--- config.mk ---
export PLATFORM = sky130hd
export DESIGN_NAME = bios_loader
export DESIGN_NICKNAME = d
export VERILOG_FILES = /design/src/rtl/bios_loader.sv
export SDC_FILE = /design/constraint.sdc
export NUM_CORES = 1
export LEC_CHECK = 0
export ABC_AREA = 1
export CORE_MARGIN = 4
export CORE_UTILIZATION = 39
export DETAILED_ROUTE_END_ITERATION = 16
export PLACE_DENSITY = 0.76
export REMOVE_ABC_BUFFERS = 1
export SYNTH_ARGS = -nofsm -noshare
export SYNTH_HDL_FRONTEND = slang
export SYNTH_SLANG_ARGS = --single-unit
--- constraint.sdc ---
create_clock -name clk -period 1.6 [get_ports clk]
set_input_delay 0.48 -clock clk [delete_from_list [all_inputs] [get_ports clk]]
set_output_delay 0.48 -clock clk [all_outputs]
set_load 0.01 [all_outputs]
--- src/rtl/bios_loader.sv ---
// bios_loader: copies WORD_COUNT words from a combinationally read BIOS ROM
// into instruction RAM while holding the CPU, then releases it.
// Optional checksum stage compiled in with `define BIOS_LOADER_CHECKSUM_EN:
// the ROM word at index WORD_COUNT must equal the modulo-2^DATA_WIDTH sum of
// all copied words, otherwise chk_err is raised and the CPU stays held.
module bios_loader #(
  parameter int DATA_WIDTH     = 32,
  parameter int ROM_ADDR_WIDTH = 8,
  parameter int RAM_ADDR_WIDTH = 10,
  parameter int WORD_COUNT     = 255,
  parameter int DEST_BASE      = 0
) (
  input  logic                      clk,
  input  logic                      rst_n,
  input  logic                      start,
  output logic [ROM_ADDR_WIDTH-1:0] rom_addr,
  input  logic [DATA_WIDTH-1:0]     rom_q,
  output logic                      ram_we,
  input  logic                      ram_ready,
  output logic [RAM_ADDR_WIDTH-1:0] ram_addr,
  output logic [DATA_WIDTH-1:0]     ram_data,
  output logic                      cpu_hold,
  output logic                      done,
  output logic                      chk_err
);

  localparam logic [ROM_ADDR_WIDTH-1:0] LAST_IDX  = ROM_ADDR_WIDTH'(WORD_COUNT);
  localparam logic [RAM_ADDR_WIDTH-1:0] BASE_ADDR = RAM_ADDR_WIDTH'(DEST_BASE);

  typedef enum logic [2:0] {
    ST_BOOT,
    ST_LOAD,
`ifdef BIOS_LOADER_CHECKSUM_EN
    ST_CHECK,
`endif
    ST_DONE,
    ST_IDLE
  } state_t;

  state_t                      r_state, w_state;
  // r_rom_addr doubles as idx: the index of the next ROM word to fetch
  logic [ROM_ADDR_WIDTH-1:0]   r_rom_addr, w_rom_addr;
  logic                        r_ram_we, w_ram_we;
  logic [RAM_ADDR_WIDTH-1:0]   r_ram_addr, w_ram_addr;
  logic [DATA_WIDTH-1:0]       r_ram_data, w_ram_data;
  logic                        r_cpu_hold, w_cpu_hold;
  logic                        r_done, w_done;
  logic                        w_accept;
  logic [RAM_ADDR_WIDTH-1:0]   w_dest;
`ifdef BIOS_LOADER_CHECKSUM_EN
  logic                        r_chk_err, w_chk_err;
  logic [DATA_WIDTH-1:0]       r_acc, w_acc;
`endif

  assign w_accept = r_ram_we & ram_ready;
  assign w_dest   = BASE_ADDR + RAM_ADDR_WIDTH'(r_rom_addr);

  // Next-state and next-output logic; every output is registered below
  always_comb begin
    w_state    = r_state;
    w_rom_addr = r_rom_addr;
    w_ram_we   = r_ram_we;
    w_ram_addr = r_ram_addr;
    w_ram_data = r_ram_data;
    w_cpu_hold = r_cpu_hold;
    w_done     = r_done;
`ifdef BIOS_LOADER_CHECKSUM_EN
    w_chk_err  = r_chk_err;
    w_acc      = w_accept ? r_acc + r_ram_data : r_acc;
`endif
    case (r_state)
      ST_BOOT: begin
        w_state    = ST_LOAD;
        w_rom_addr = '0;
      end
      ST_LOAD: begin
        // Fetch runs one word ahead of the write port; once every word has
        // been fetched, the final acceptance ends the copy.
        if (w_accept && (r_rom_addr == LAST_IDX)) begin
          w_ram_we = 1'b0;
`ifdef BIOS_LOADER_CHECKSUM_EN
          w_state  = ST_CHECK;
`else
          w_state    = ST_DONE;
          w_done     = 1'b1;
          w_cpu_hold = 1'b0;
`endif
        end else if ((!r_ram_we || ram_ready) && (r_rom_addr != LAST_IDX)) begin
          w_ram_we   = 1'b1;
          w_ram_data = rom_q;
          w_ram_addr = w_dest;
          w_rom_addr = r_rom_addr + 1'b1;
        end
      end
`ifdef BIOS_LOADER_CHECKSUM_EN
      ST_CHECK: begin
        w_state = ST_DONE;
        w_done  = 1'b1;
        if (rom_q != r_acc) begin
          w_chk_err = 1'b1;
        end else begin
          w_cpu_hold = 1'b0;
        end
      end
`endif
      ST_DONE, ST_IDLE: begin
        if (start) begin
          w_state    = ST_LOAD;
          w_done     = 1'b0;
          w_cpu_hold = 1'b1;
          w_rom_addr = '0;
`ifdef BIOS_LOADER_CHECKSUM_EN
          w_chk_err  = 1'b0;
          w_acc      = '0;
`endif
        end else if (r_state == ST_DONE) begin
          w_state = ST_IDLE;
        end
      end
      default: w_state = ST_BOOT;
    endcase
  end

  // State and output registers with asynchronous active-low reset
  always_ff @(posedge clk or negedge rst_n) begin
    if (!rst_n) begin
      r_state    <= ST_BOOT;
      r_rom_addr <= '0;
      r_ram_we   <= 1'b0;
      r_ram_addr <= '0;
      r_ram_data <= '0;
      r_cpu_hold <= 1'b1;
      r_done     <= 1'b0;
`ifdef BIOS_LOADER_CHECKSUM_EN
      r_chk_err  <= 1'b0;
      r_acc      <= '0;
`endif
    end else begin
      r_state    <= w_state;
      r_rom_addr <= w_rom_addr;
      r_ram_we   <= w_ram_we;
      r_ram_addr <= w_ram_addr;
      r_ram_data <= w_ram_data;
      r_cpu_hold <= w_cpu_hold;
      r_done     <= w_done;
`ifdef BIOS_LOADER_CHECKSUM_EN
      r_chk_err  <= w_chk_err;
      r_acc      <= w_acc;
`endif
    end
  end

  assign rom_addr = r_rom_addr;
  assign ram_we   = r_ram_we;
  assign ram_addr = r_ram_addr;
  assign ram_data = r_ram_data;
  assign cpu_hold = r_cpu_hold;
  assign done     = r_done;
`ifdef BIOS_LOADER_CHECKSUM_EN
  assign chk_err  = r_chk_err;
`else
  assign chk_err  = 1'b0;
`endif

endmodule

==> results.cfg <==
[synth]
synth-simple-area-share_pct = 30.9
syn-cell-area_um2 = 2250
avgSynthCellArea_um2 = 8.39
yosys_warnings = 0
synth-compound-area-share_pct = 1.89
syn_inst = 268
synth_top_family_by_area = simple AND/OR/NAND/NOR gates
synth_xor_area_share_pct = 0.390
synthMuxAreaShare_pct = 0
synth-seq-cells = 53
synth_cell_types = 20
synthAdderAreaFrac_pct = 0.556
yosysSeqAreaShare_pct = 59.0

[timing]
holdWs_ns = 0.0471
fin_crit_ns = 1.57
setup_viol = 0
fin_crit_sh_pct = 98.3
hold_violations = 0
setup_ws_ns = 0.0273
finClkSkew_ns = 0.00612
finalMaxSlewViolations = 0
rsz0062_at_grt = yes
fmax_ghz = 0.636

[power_and_ir_drop]
leakage_nw = 1.90
intPower_mw = 2.50
power.share.clock_pct = 19.8
total_power_mw = 3.73
p_sw_mw = 1.22
vdd_drop_max_mv = 0.669
power.share.sequential_pct = 46.1
power_density_nw_per_um2 = 1090
comb_power_share_pct = 34.1
switching_share_pct = 32.9

[floorplanning]
start_util_pct = 40.6
ioPinCount = 90
dieWidth_um = 83.9
fp.dieH_um = 83.9
die-area_um2 = 7040
core_area_um2 = 5540
std_cell_rows = 27

[cells_and_area]
antennaDiodeCount = 0
fill_cells = 517
final_cell_mix = 151 x nand2_1, 49 x dfrtp_1, 49 x dlygate4sd2_1
ff_latch_area_um2 = 1330
final_cells = 442
final_common_cell = nand2_1
multi_input_area_um2 = 815
nets = 406
layout-drive-gt1-share_pct = 11.4
areaGrowthSynthToFinish_pct = 52.7
fin_area_um2 = 3430

[drt]
drt-vias-per-instance = 4.57
routedWlPerCell_um = 13.3
num_vias = 2022
drt_iter0_markers = 85
wirelength_mm = 5.90
ant_nets = 0
dr.pass1.iters = 4
route.detailed.drc = 0

[place]
dpl_cell_area_um2 = 3190
dp_hpwl_mm = 3.68
preCtsSetupSlack_ns = -0.245
place_congestion = 0.841
dp.cells = 422
port_buffers = 86

[clock_tree]
clock-sinks = 53
clock_latency_ns = 0.30
cts_tree = done
cts_made_buffers = 5
clk_pin_slew_ns = 0.09
root_buffer = clkbuf_8
cts_max_level = 2
ctsHoldBuffers = 0
cts_max_path_buffers = 2

[critical_path]
max_stage_delay_ns = 0.48
slowest_stage = dfrtp_2
arrival_ns = 1.09
required_ns = 1.12
cp_num_buf_inv = 1
crit_chain = dlygate4sd2_1
crit-reg2reg-launch = rom_addr[1]$_DFFE_PN0P_
timing.reg2reg.setup_slack_ns = 0.05
cp-startpoint = rom_addr[0]$_DFFE_PN0P_
worstPathMaxFanout = 6
path_delay_family = flip-flops
setup.worst_path.end_class = output port
setup.worst_path.class = flop to output port
worstSetupStartpointType = flop

[grt]
first_global_vias = 2025
grt_max_degree = 43
gr-total-overflow = 0
grt_pass1_wl_mm = 9.71
antenna_found_initial = 0
grt.total_usage_pct = 17.1

[min_path]
worst_hold_path_type = primary input to async pin

[status]
outcome = finished, final reports clean

[job]
max_cap_viol_count = 0
## cells in the mapped netlist
cell type	count	share of area, %
nand2_2	2	0.56
inv_1	16	2.7
buf_4	3	1.0
nor2_2	1	0.28
buf_6	5	2.5
nand3_2	1	0.45
nand4_1	2	0.56
dfrtp_1	52	58
nor2_1	7	1.2
buf_2	4	0.89
or2_2	2	0.56
ha_1	1	0.56
nand3_1	6	1.3
o21ai_0	7	1.6
nand2_1	153	26
dfstp_2	1	1.2
xor2_1	1	0.39
conb_1	1	0.17
a21boi_0	1	0.33
nor3_1	2	0.45
## power groups by stage
stage                     Sequential (mW)  Combinational [mW]  Clock [mW]
after floorplan                      1.87               0.343           0
after global placement               1.77                1.14           0
after detailed placement             1.78                1.17           0
after CTS                            1.71                1.20       0.759
after global routing                 1.75                1.40       0.814
final                                1.72                1.27       0.739
## per-layer routing
metal / routed length [µm] / up-vias / global-route usage (%)
li1: - / 1005 / -
met1: 2510 / 943 / 21.2
met2: 2930 / 67 / 29.2
met3: 402 / 7 / 5.63
met4: 58 / 0 / 3.22
met5: 0 / - / 0
## worst paths after layout
| path | end | depth (start not counted) |
|---|---|---|
| max | rom_addr[0] | 1 |
| min | done$_DFFE_PN0P_ | 1 |
| max reg2reg | ram_addr[3]$_DFFE_PN0P_ | 9 |
| min reg2reg | ram_data[10]$_DFFE_PN0P_ | 2 |
| max in group asynchronous | rom_addr[5]$_DFFE_PN0P_ | 2 |
| min in group clk | ram_data[10]$_DFFE_PN0P_ | 2 |
## final cells by class
class	instances	share of cell area, %
Tap cell	72	2.62
Sequential cell	53	38.8
Timing Repair Buffer	104	30.2
Inverter	16	2.11
Clock buffer	6	2.11
Clock inverter	2	0.437
Multi-Input combinational cell	189	23.7
## registers in the layout (all words and copies together) (netlist names)
name / flops
ram_we: 1
r_state: 2
rom_addr: 8
cpu_hold: 1
ram_addr: 8
done: 1
ram_data: 32
## kinds of logic (layout without fill, tap and decap cells)
| logic type | count (synthesis) | after routing |
|---|---|---|
| adders and majority gates | 1 | 1 |
| other | 1 | 3 |
| xor gates and xnor gates | 1 | 1 |
| AOI/OAI and AO/OA | 8 | 8 |
| DFF | 53 | 53 |
| buffers and inverters | 28 | 128 |
| and+or+nand+nor | 176 | 176 |
## per-stage QoR
step	utilization, %	TNS, ns
floorplan	-	-32.70
global placement	57.5	-9.95
detailed placement	57.5	-11.08
CTS	60.8	-2.14
global route	62.0	-0.231
finish	62.0	0
## what timing repair did
| item | in CTS | in global routing |
|---|---|---|
| pin swaps | 0 | 3 |
| resized for setup | 62 | 20 |
| setup buffers | 7 | 2 |
| endpoints found under the setup margin | 98 | 50 |
| gates cloned | 3 | 2 |
No activity file was read; power rests on OpenSTA's default activity.
